`src/rtl/jt89_pkg.sv`:
```
// Shared constants and LFSR step function for the jt89 noise channel.
// The step function is also used by the verification model.
package jt89_pkg;

    localparam int unsigned W_TI  = 15;
    localparam int unsigned W_SMS = 16;

    localparam logic [15:0] SEED_TI  = 16'h4000;
    localparam logic [15:0] SEED_SMS = 16'h8000;

    localparam int unsigned TAP_TI  = 1;
    localparam int unsigned TAP_SMS = 3;

    localparam int unsigned CTRL_WHITE_BIT = 2;

    typedef enum logic [1:0] {
        RATE_16    = 2'd0,
        RATE_32    = 2'd1,
        RATE_64    = 2'd2,
        RATE_TONE2 = 2'd3
    } rate_e;

    // Counter reload for a given rate; RATE_TONE2 shares the slowest reload.
    function automatic logic [6:0] reload_for(input rate_e rate);
        logic [6:0] r;
        case (rate)
            RATE_16: r = 7'd15;
            RATE_32: r = 7'd31;
            default: r = 7'd63;
        endcase
        return r;
    endfunction

    // One LFSR shift. Operates on a 16-bit container; for the TI variant the
    // register occupies bits 14:0 and bit 15 is returned as zero.
    function automatic logic [15:0] lfsr_step(input logic [15:0] lfsr,
                                              input logic        white,
                                              input logic        sms);
        logic fb;
        if (sms) begin
            fb = lfsr[0] ^ (white & lfsr[TAP_SMS]);
            return {fb, lfsr[15:1]};
        end else begin
            fb = lfsr[0] ^ (white & lfsr[TAP_TI]);
            return {1'b0, fb, lfsr[14:1]};
        end
    endfunction

endpackage

```
`src/rtl/jt89_noise.sv`:
```
// SN76489-family noise channel: LFSR clocked by a fixed tick divider or by
// rising edges of tone channel 2.
module jt89_noise
    import jt89_pkg::*;
#(
    parameter int SMS = 0
) (
    input  logic       clk,
    input  logic       rst,
    input  logic       clk_en,
    input  logic       clr,
    input  logic [2:0] ctrl3,
    input  logic       tone2,
    output logic       out
);

    localparam int unsigned W    = (SMS != 0) ? W_SMS : W_TI;
    localparam logic [W-1:0] SEED = W'((SMS != 0) ? SEED_SMS : SEED_TI);

    logic [W-1:0] lfsr_q, lfsr_d;
    logic [6:0]   cnt_q, cnt_d;
    logic         ff_q, ff_d;
    logic         t2_last_q, t2_last_d;

    rate_e        rate;
    logic         white;

    always_comb begin
        rate      = rate_e'(ctrl3[1:0]);
        white     = ctrl3[CTRL_WHITE_BIT];
        lfsr_d    = lfsr_q;
        cnt_d     = cnt_q;
        ff_d      = ff_q;
        t2_last_d = t2_last_q;
        if (clr) begin
            lfsr_d    = SEED;
            cnt_d     = reload_for(rate);
            ff_d      = 1'b0;
            t2_last_d = tone2;
        end else if (clk_en) begin
            t2_last_d = tone2;
            if (rate == RATE_TONE2) begin
                if (tone2 && !t2_last_q)
                    lfsr_d = W'(lfsr_step(16'(lfsr_q), white, SMS != 0));
            end else if (cnt_q != '0) begin
                cnt_d = cnt_q - 7'd1;
            end else begin
                // Divider reload toggles ff; only the 0->1 edge shifts.
                cnt_d = reload_for(rate);
                ff_d  = ~ff_q;
                if (!ff_q)
                    lfsr_d = W'(lfsr_step(16'(lfsr_q), white, SMS != 0));
            end
        end
    end

    always_ff @(posedge clk) begin
        if (rst) begin
            lfsr_q    <= SEED;
            cnt_q     <= 7'd15;
            ff_q      <= 1'b0;
            t2_last_q <= 1'b0;
        end else begin
            lfsr_q    <= lfsr_d;
            cnt_q     <= cnt_d;
            ff_q      <= ff_d;
            t2_last_q <= t2_last_d;
        end
    end

    assign out = lfsr_q[0];

endmodule

```
`config.mk`:
```
export PLATFORM = sky130hd
export DESIGN_NAME = jt89_noise
export DESIGN_NICKNAME = d
export VERILOG_FILES = /design/src/rtl/jt89_pkg.sv /design/src/rtl/jt89_noise.sv
export SDC_FILE = /design/constraint.sdc
export NUM_CORES = 1
export LEC_CHECK = 0
export CAP_MARGIN = 5
export CORE_MARGIN = 5
export CORE_UTILIZATION = 50
export DETAILED_ROUTE_END_ITERATION = 6
export PLACE_DENSITY = 0.71
export SLEW_MARGIN = 30
export SYNTH_ARGS = -nofsm -noshare
export SYNTH_HDL_FRONTEND = slang
export SYNTH_SLANG_ARGS = --single-unit
```
`constraint.sdc`:
```
create_clock -name clk -period 1.7 [get_ports clk]
set_clock_uncertainty 0.05 [all_clocks]
set_input_delay 0.17 -clock clk [delete_from_list [all_inputs] [get_ports clk]]
set_output_delay 0.17 -clock clk [all_outputs]
set_load 0.02 [all_outputs]
```
======== Word-level counts from Yosys, hierarchy flattened ========
Cells that the tools add are included.
storage, ports and cells
  bits in registers ....................... 24
  bits in latches ......................... 0
  bits in writable memories ............... 0
  memory bits (read-only) ................. 0
  input bits .............................. 8
  output and inout bits ................... 1
  logic and storage cells ................. 36
  memories kept ........................... 0
operators by class
  add/sub/neg operators ................... 1
  multipliers ............................. 0
  div/mod/pow operators ................... 0
  magnitude comparators ................... 0
  eq/ne operators ......................... 6
  shifts and indexed selects .............. 0
  muxes and demuxes ....................... 11
  bitwise logic cells ..................... 5
  reduce and logical (&&, ||, !) cells .... 9
operators by type and width
  kind                 count
  $mux 15              4
  $mux 7               4
  $pmux 6 s2           1
  $reduce_bool 7->1    1
  $sub 7x1->7 const B  1
  $ne 2x1->1 const B   2
  $ne 2x2->1 const B   2
  $reduce_and 4->1     1
  $not 1->1            3
  $reduce_and 3->1     1
  $eq 2x1->1 const B   1
  $eq 2x2->1 const B   1
  $logic_not 2->1      1
  $mux 1               2
  $reduce_and 2->1     1
  $reduce_bool 2->1    1
  $reduce_or 2->1      1
  $and 1x1->1          1
  $logic_and 1x1->1    1
  $logic_not 1->1      1
  $xor 1x1->1          1

======== Longest topological paths before layout ========
  depth after elaboration ................. 6
  depth in mapped cells ................... 7
  mapped depth without buffers ............ 6

======== Least setup slack after synthesis ========
OpenSTA, ideal clock, no wires.
  path type ............................... register -> register
  start ................................... register cnt_q[0]
  end ..................................... register lfsr_q[1]
  setup time .............................. 0.072 ns
  arrival ................................. 1.562 ns
  required time ........................... 1.578 ns
  slack ................................... 0.016 ns
  stages on the path, launching flop included .. 8
  buffers on the path ..................... 1
  clock period less this slack ............ 1.684 ns
  cell sequence ........................... dfxtp_1 > inv_1 > ha_1 > nor4b_2 > and2_4 > a32oi_4 > buf_6 > mux2i_1
between the ends
  longest elaborated chain between the ends .. 3
ends and longest elaborated chain
  element                     RTL line          source
  from (decl)                 jt89_noise.sv:21  logic [6:0] cnt_q, cnt_d;
  from (signal assigned)      jt89_noise.sv:65  cnt_q <= cnt_d;
  $reduce_bool 7->1           jt89_noise.sv:45  end else if (cnt_q != '0) begin
  $ne 2x2->1 (no line)        n/a
  $reduce_and 4->1 (no line)  n/a
  to (signal assigned)        jt89_noise.sv:64  lfsr_q <= lfsr_d;
  to (decl)                   jt89_noise.sv:20  logic [W-1:0] lfsr_q, lfsr_d;
Every way passes these cells.
A chain may end at the register's enable or synchronous reset.

======== Worst setup path after layout ========
  start ................................... register cnt_q[1]
  end ..................................... register lfsr_q[8]
The elaborated chain is that of the path after synthesis.

==> impl_metrics.xml <==
<?xml version="1.0" encoding="UTF-8"?>
<metrics>
  <group name="status">
    <metric name="run_status" unit="">completed</metric>
  </group>
  <group name="routing">
    <metric name="remaining_drc_errors" unit="">0</metric>
    <metric name="detailedRoute.firstPassIterationCount" unit="">4</metric>
    <metric name="drt_first_iter_violations" unit="">16</metric>
    <metric name="detail_route.wl_per_cell" unit="um">12.80</metric>
    <metric name="num_vias" unit="">950</metric>
    <metric name="wl" unit="um">2240</metric>
    <metric name="detail-route-antenna-nets" unit="">0</metric>
    <metric name="vias_per_cell" unit="">5.429</metric>
  </group>
  <group name="clock_network">
    <metric name="root_buffer_cell" unit="">sky130_fd_sc_hd__clkbuf_4</metric>
    <metric name="numClockSinks" unit="">24</metric>
    <metric name="worstSkewPairLatency" unit="ns">0.32</metric>
    <metric name="htreeDepth" unit="">1</metric>
    <metric name="tritoncts" unit="">yes</metric>
    <metric name="cts_made_buffers" unit="">3</metric>
    <metric name="clk_transition_reported_paths" unit="ns">0.14</metric>
    <metric name="clock_path_buffers" unit="">2</metric>
  </group>
  <group name="synth">
    <metric name="synth.cell_area" unit="mm^2">0.001109</metric>
    <metric name="post_synth_num_cell_types" unit="">30</metric>
    <metric name="synthCells" unit="">122</metric>
    <metric name="yosys_warnings" unit="">0</metric>
    <metric name="synth.area.top_cells" unit="">sky130_fd_sc_hd__dfxtp_1 43%, sky130_fd_sc_hd__mux2i_1 14%, sky130_fd_sc_hd__nand2_1 8.8%</metric>
    <metric name="sequential_to_total_area_share_from_yosys_stat" unit="%">43.34</metric>
    <metric name="postSynthAreaPerCell" unit="um^2">9.087</metric>
    <metric name="ys_seq_elements" unit="">24</metric>
    <metric name="yosys.area.top_type" unit="">sky130_fd_sc_hd__dfxtp_1</metric>
    <metric name="yosys.area.top_type_share" unit="%">43.34</metric>
    <metric name="syn_nets" unit="">132</metric>
    <metric name="synth.most_common_cell" unit="">sky130_fd_sc_hd__nand2_1</metric>
    <metric name="synth.cells.most_frequent" unit="">26 x sky130_fd_sc_hd__nand2_1, 24 x sky130_fd_sc_hd__dfxtp_1, 16 x sky130_fd_sc_hd__mux2i_1</metric>
    <metric name="synth-edff-count" unit="">0</metric>
    <metric name="yosys_most_used_dff" unit="">sky130_fd_sc_hd__dfxtp_1</metric>
    <metric name="synth-async-reset-ratio" unit="%">0</metric>
  </group>
  <group name="critical_path">
    <metric name="critical_path.slowest_cell" unit="">sky130_fd_sc_hd__dfxtp_2</metric>
    <metric name="worstPathMaxFanout" unit="">6</metric>
    <metric name="cp_cell_sequence" unit="">inv_2 -&gt; ha_4 -&gt; nor4b_4 -&gt; and2_4 -&gt; a32oi_4 -&gt; clkbuf_16 -&gt; mux2i_1</metric>
    <metric name="worstSetupStartpointType" unit="">flop</metric>
    <metric name="critical_path_arrival" unit="ns">1.87</metric>
    <metric name="critical-path-max-stage-delay" unit="ns">0.37</metric>
    <metric name="critPathKind" unit="">flop to flop</metric>
    <metric name="setup.worst_path.end_class" unit="">flop</metric>
    <metric name="r2r_slack" unit="ns">0.03</metric>
    <metric name="ff2ff_path_depth" unit="">7</metric>
    <metric name="cp_data_required_time" unit="ns">1.90</metric>
  </group>
  <group name="final_layout">
    <metric name="multiInputGateArea" unit="um^2">615.6</metric>
    <metric name="regArea" unit="um^2">483.0</metric>
    <metric name="layout.cells.non_filler" unit="">175</metric>
    <metric name="antenna-diode-count" unit="">0</metric>
    <metric name="area_delta_synth_final" unit="%">29.46</metric>
    <metric name="final_area" unit="mm^2">0.001435</metric>
    <metric name="final_nets" unit="">158</metric>
    <metric name="final_layout_size_suffix_gt1_share" unit="%">21.77</metric>
    <metric name="n_fill_cell" unit="">187</metric>
  </group>
  <group name="grt">
    <metric name="globalRouteTotalUtil" unit="%">14.63</metric>
    <metric name="grt_remaining_overflow" unit="">0</metric>
    <metric name="via_count_of_the_first_global_routing_pass" unit="">915</metric>
    <metric name="antenna_violations_before_repair" unit="">0</metric>
    <metric name="pin_count_of_the_biggest_net_entering_global_routing" unit="">15</metric>
    <metric name="grt_first_pass_wirelength" unit="um">3808</metric>
  </group>
  <group name="power_and_ir_drop">
    <metric name="cellPowerDensity" unit="mW/mm^2">766.6</metric>
    <metric name="power.total" unit="uW">1100</metric>
    <metric name="combPwrFrac" unit="%">10.3</metric>
    <metric name="switching_share" unit="%">21.40</metric>
    <metric name="seq_power_share" unit="%">52.5</metric>
    <metric name="irDropWorstVdd" unit="uV">882.9</metric>
    <metric name="clock_power_share" unit="%">37.2</metric>
    <metric name="p_int" unit="uW">864.7</metric>
    <metric name="total_switching_power" unit="uW">235.5</metric>
    <metric name="p_leak" unit="uW">0.0006229</metric>
  </group>
  <group name="placement">
    <metric name="post_dp_hpwl" unit="um">1602</metric>
    <metric name="place_area" unit="mm^2">0.001303</metric>
    <metric name="gp_congestion" unit="">0.7264</metric>
    <metric name="port_bufs" unit="">8</metric>
    <metric name="dpl.cell_count" unit="">166</metric>
    <metric name="detailedPlace.worstSlack" unit="ns">-0.04787</metric>
  </group>
  <group name="floorplanning">
    <metric name="die_y" unit="um">57.09</metric>
    <metric name="core_box_area" unit="mm^2">0.002170</metric>
    <metric name="ios" unit="">9</metric>
    <metric name="placementRows" unit="">17</metric>
    <metric name="start_util" unit="%">51.10</metric>
    <metric name="die_w" unit="um">57.09</metric>
    <metric name="die-area" unit="mm^2">0.003259</metric>
  </group>
  <group name="timing">
    <metric name="fmax" unit="MHz">597.9</metric>
    <metric name="grt_setup_unrepaired" unit="">true</metric>
    <metric name="timing.hold.ws" unit="ns">0.3843</metric>
    <metric name="final_hold_viol_count" unit="">0</metric>
    <metric name="min_period" unit="ns">1.672</metric>
    <metric name="finalSetupViolCount" unit="">0</metric>
    <metric name="worst_slew_pin_slew" unit="ns">0.3500</metric>
    <metric name="slew_headroom" unit="%">76.62</metric>
    <metric name="finalMaxSlewViolations" unit="">0</metric>
    <metric name="worst_slack" unit="ns">0.02761</metric>
    <metric name="final_min_period_over_clock_period" unit="%">98.38</metric>
  </group>
  <group name="worst_hold_path">
    <metric name="hold_crit_class" unit="">input port to flop</metric>
    <metric name="worst_hold_path.num_cells" unit="">3</metric>
  </group>
  <group name="flow_run">
    <metric name="cap_viol_max_count" unit="">0</metric>
  </group>
</metrics>
## through the flow
step	TNS, ns	util, %
floorplan	0	-
global placement	0	60.03
detailed placement	-0.1100	60.03
CTS	0	64.30
global route	-0.2132	66.15
finish	0	66.15
## final timing paths
path	from	to
setup / recovery	cnt_q[1]	lfsr_q[8]
hold / removal	tone2	t2_last_q
hold reg to reg	lfsr_q[3]	lfsr_q[2]
setup reg to reg	cnt_q[1]	lfsr_q[8]
## repair_timing
| action | CTS | global route |
|---|---|---|
| resized for setup | 4 | 7 |
| endpoints found under the hold margin | 0 | 0 |
| pin swaps | 1 | 2 |
| setup buffers | 1 | 3 |
| cloned | 1 | 0 |
| endpoints found under the setup margin | 13 | 17 |
| hold buffers | 0 | 0 |
## power groups by stage
stage	Clock (uW)	Sequential, uW	Combinational (uW)
after floorplan	0	588	52.5
after global placement	0	589	101
after detailed placement	0	589	104
after CTS	420	577	108
after global routing	449	579	122
final	410	578	113
## flip-flops by register name, indices dropped and copies added (netlist names)
name       cells
t2_last_q      1
ff_q           1
lfsr_q        15
cnt_q          7
## layer usage
metal,up-vias,share of wire [%],GRT usage [%]
met5,-,0,0
met4,0,2.3,3.642
met3,6,3.2,5.204
met2,15,53,26.43
met1,449,41,16.25
li1,480,-,-
## critical path: cells and delay by family, from the launching register on
family	cells	cell delay [ns]
flip-flops	1	0.37
AND/OR/NAND/NOR	2	0.31
AO/OA/AOI/OAI	1	0.30
buffers and inverters	2	0.26
multiplexers	1	0.16
adder cells (fa/ha/maj)	1	0.15
## kinds of logic after synthesis
family / count (synthesis) / share of synthesized area (%)
AO/OA/AOI/OAI: 17 / 11.85
XOR/XNOR: 3 / 2.371
adder cells (fa/ha/maj): 2 / 2.257
buffers and inverters: 7 / 3.160
flip-flops: 24 / 43.34
multiplexers: 16 / 14.45
AND/OR/NAND/NOR: 53 / 22.57
## area by class of cell
cell class / instances / share of cell area [%]
clock inverters: 1 / 2.092
multi-input cells: 91 / 42.89
well taps: 28 / 2.441
flip-flops and latches: 24 / 33.65
inverters: 3 / 0.7847
repair buffers: 25 / 16.56
clock buffers: 3 / 1.569
## layout by cell type (no fill, tap or decap), types with 2 or more instances in the layout
| cell type | count |
|---|---|
| sky130_fd_sc_hd__mux2i_1 | 16 |
| sky130_fd_sc_hd__nor2_1 | 8 |
| sky130_fd_sc_hd__clkdlybuf4s50_1 | 8 |
| sky130_fd_sc_hd__a21oi_1 | 7 |
| sky130_fd_sc_hd__dfxtp_1 | 22 |
| sky130_fd_sc_hd__nor3_1 | 8 |
| sky130_fd_sc_hd__buf_4 | 15 |
| sky130_fd_sc_hd__xor2_1 | 2 |
| sky130_fd_sc_hd__nand3_1 | 4 |
| sky130_fd_sc_hd__o21ai_0 | 2 |
| sky130_fd_sc_hd__dfxtp_2 | 2 |
| sky130_fd_sc_hd__inv_2 | 2 |
| sky130_fd_sc_hd__clkbuf_4 | 3 |
| sky130_fd_sc_hd__nand2_1 | 26 |
| sky130_fd_sc_hd__o311ai_1 | 2 |
(Power assumes the default switching activity.)
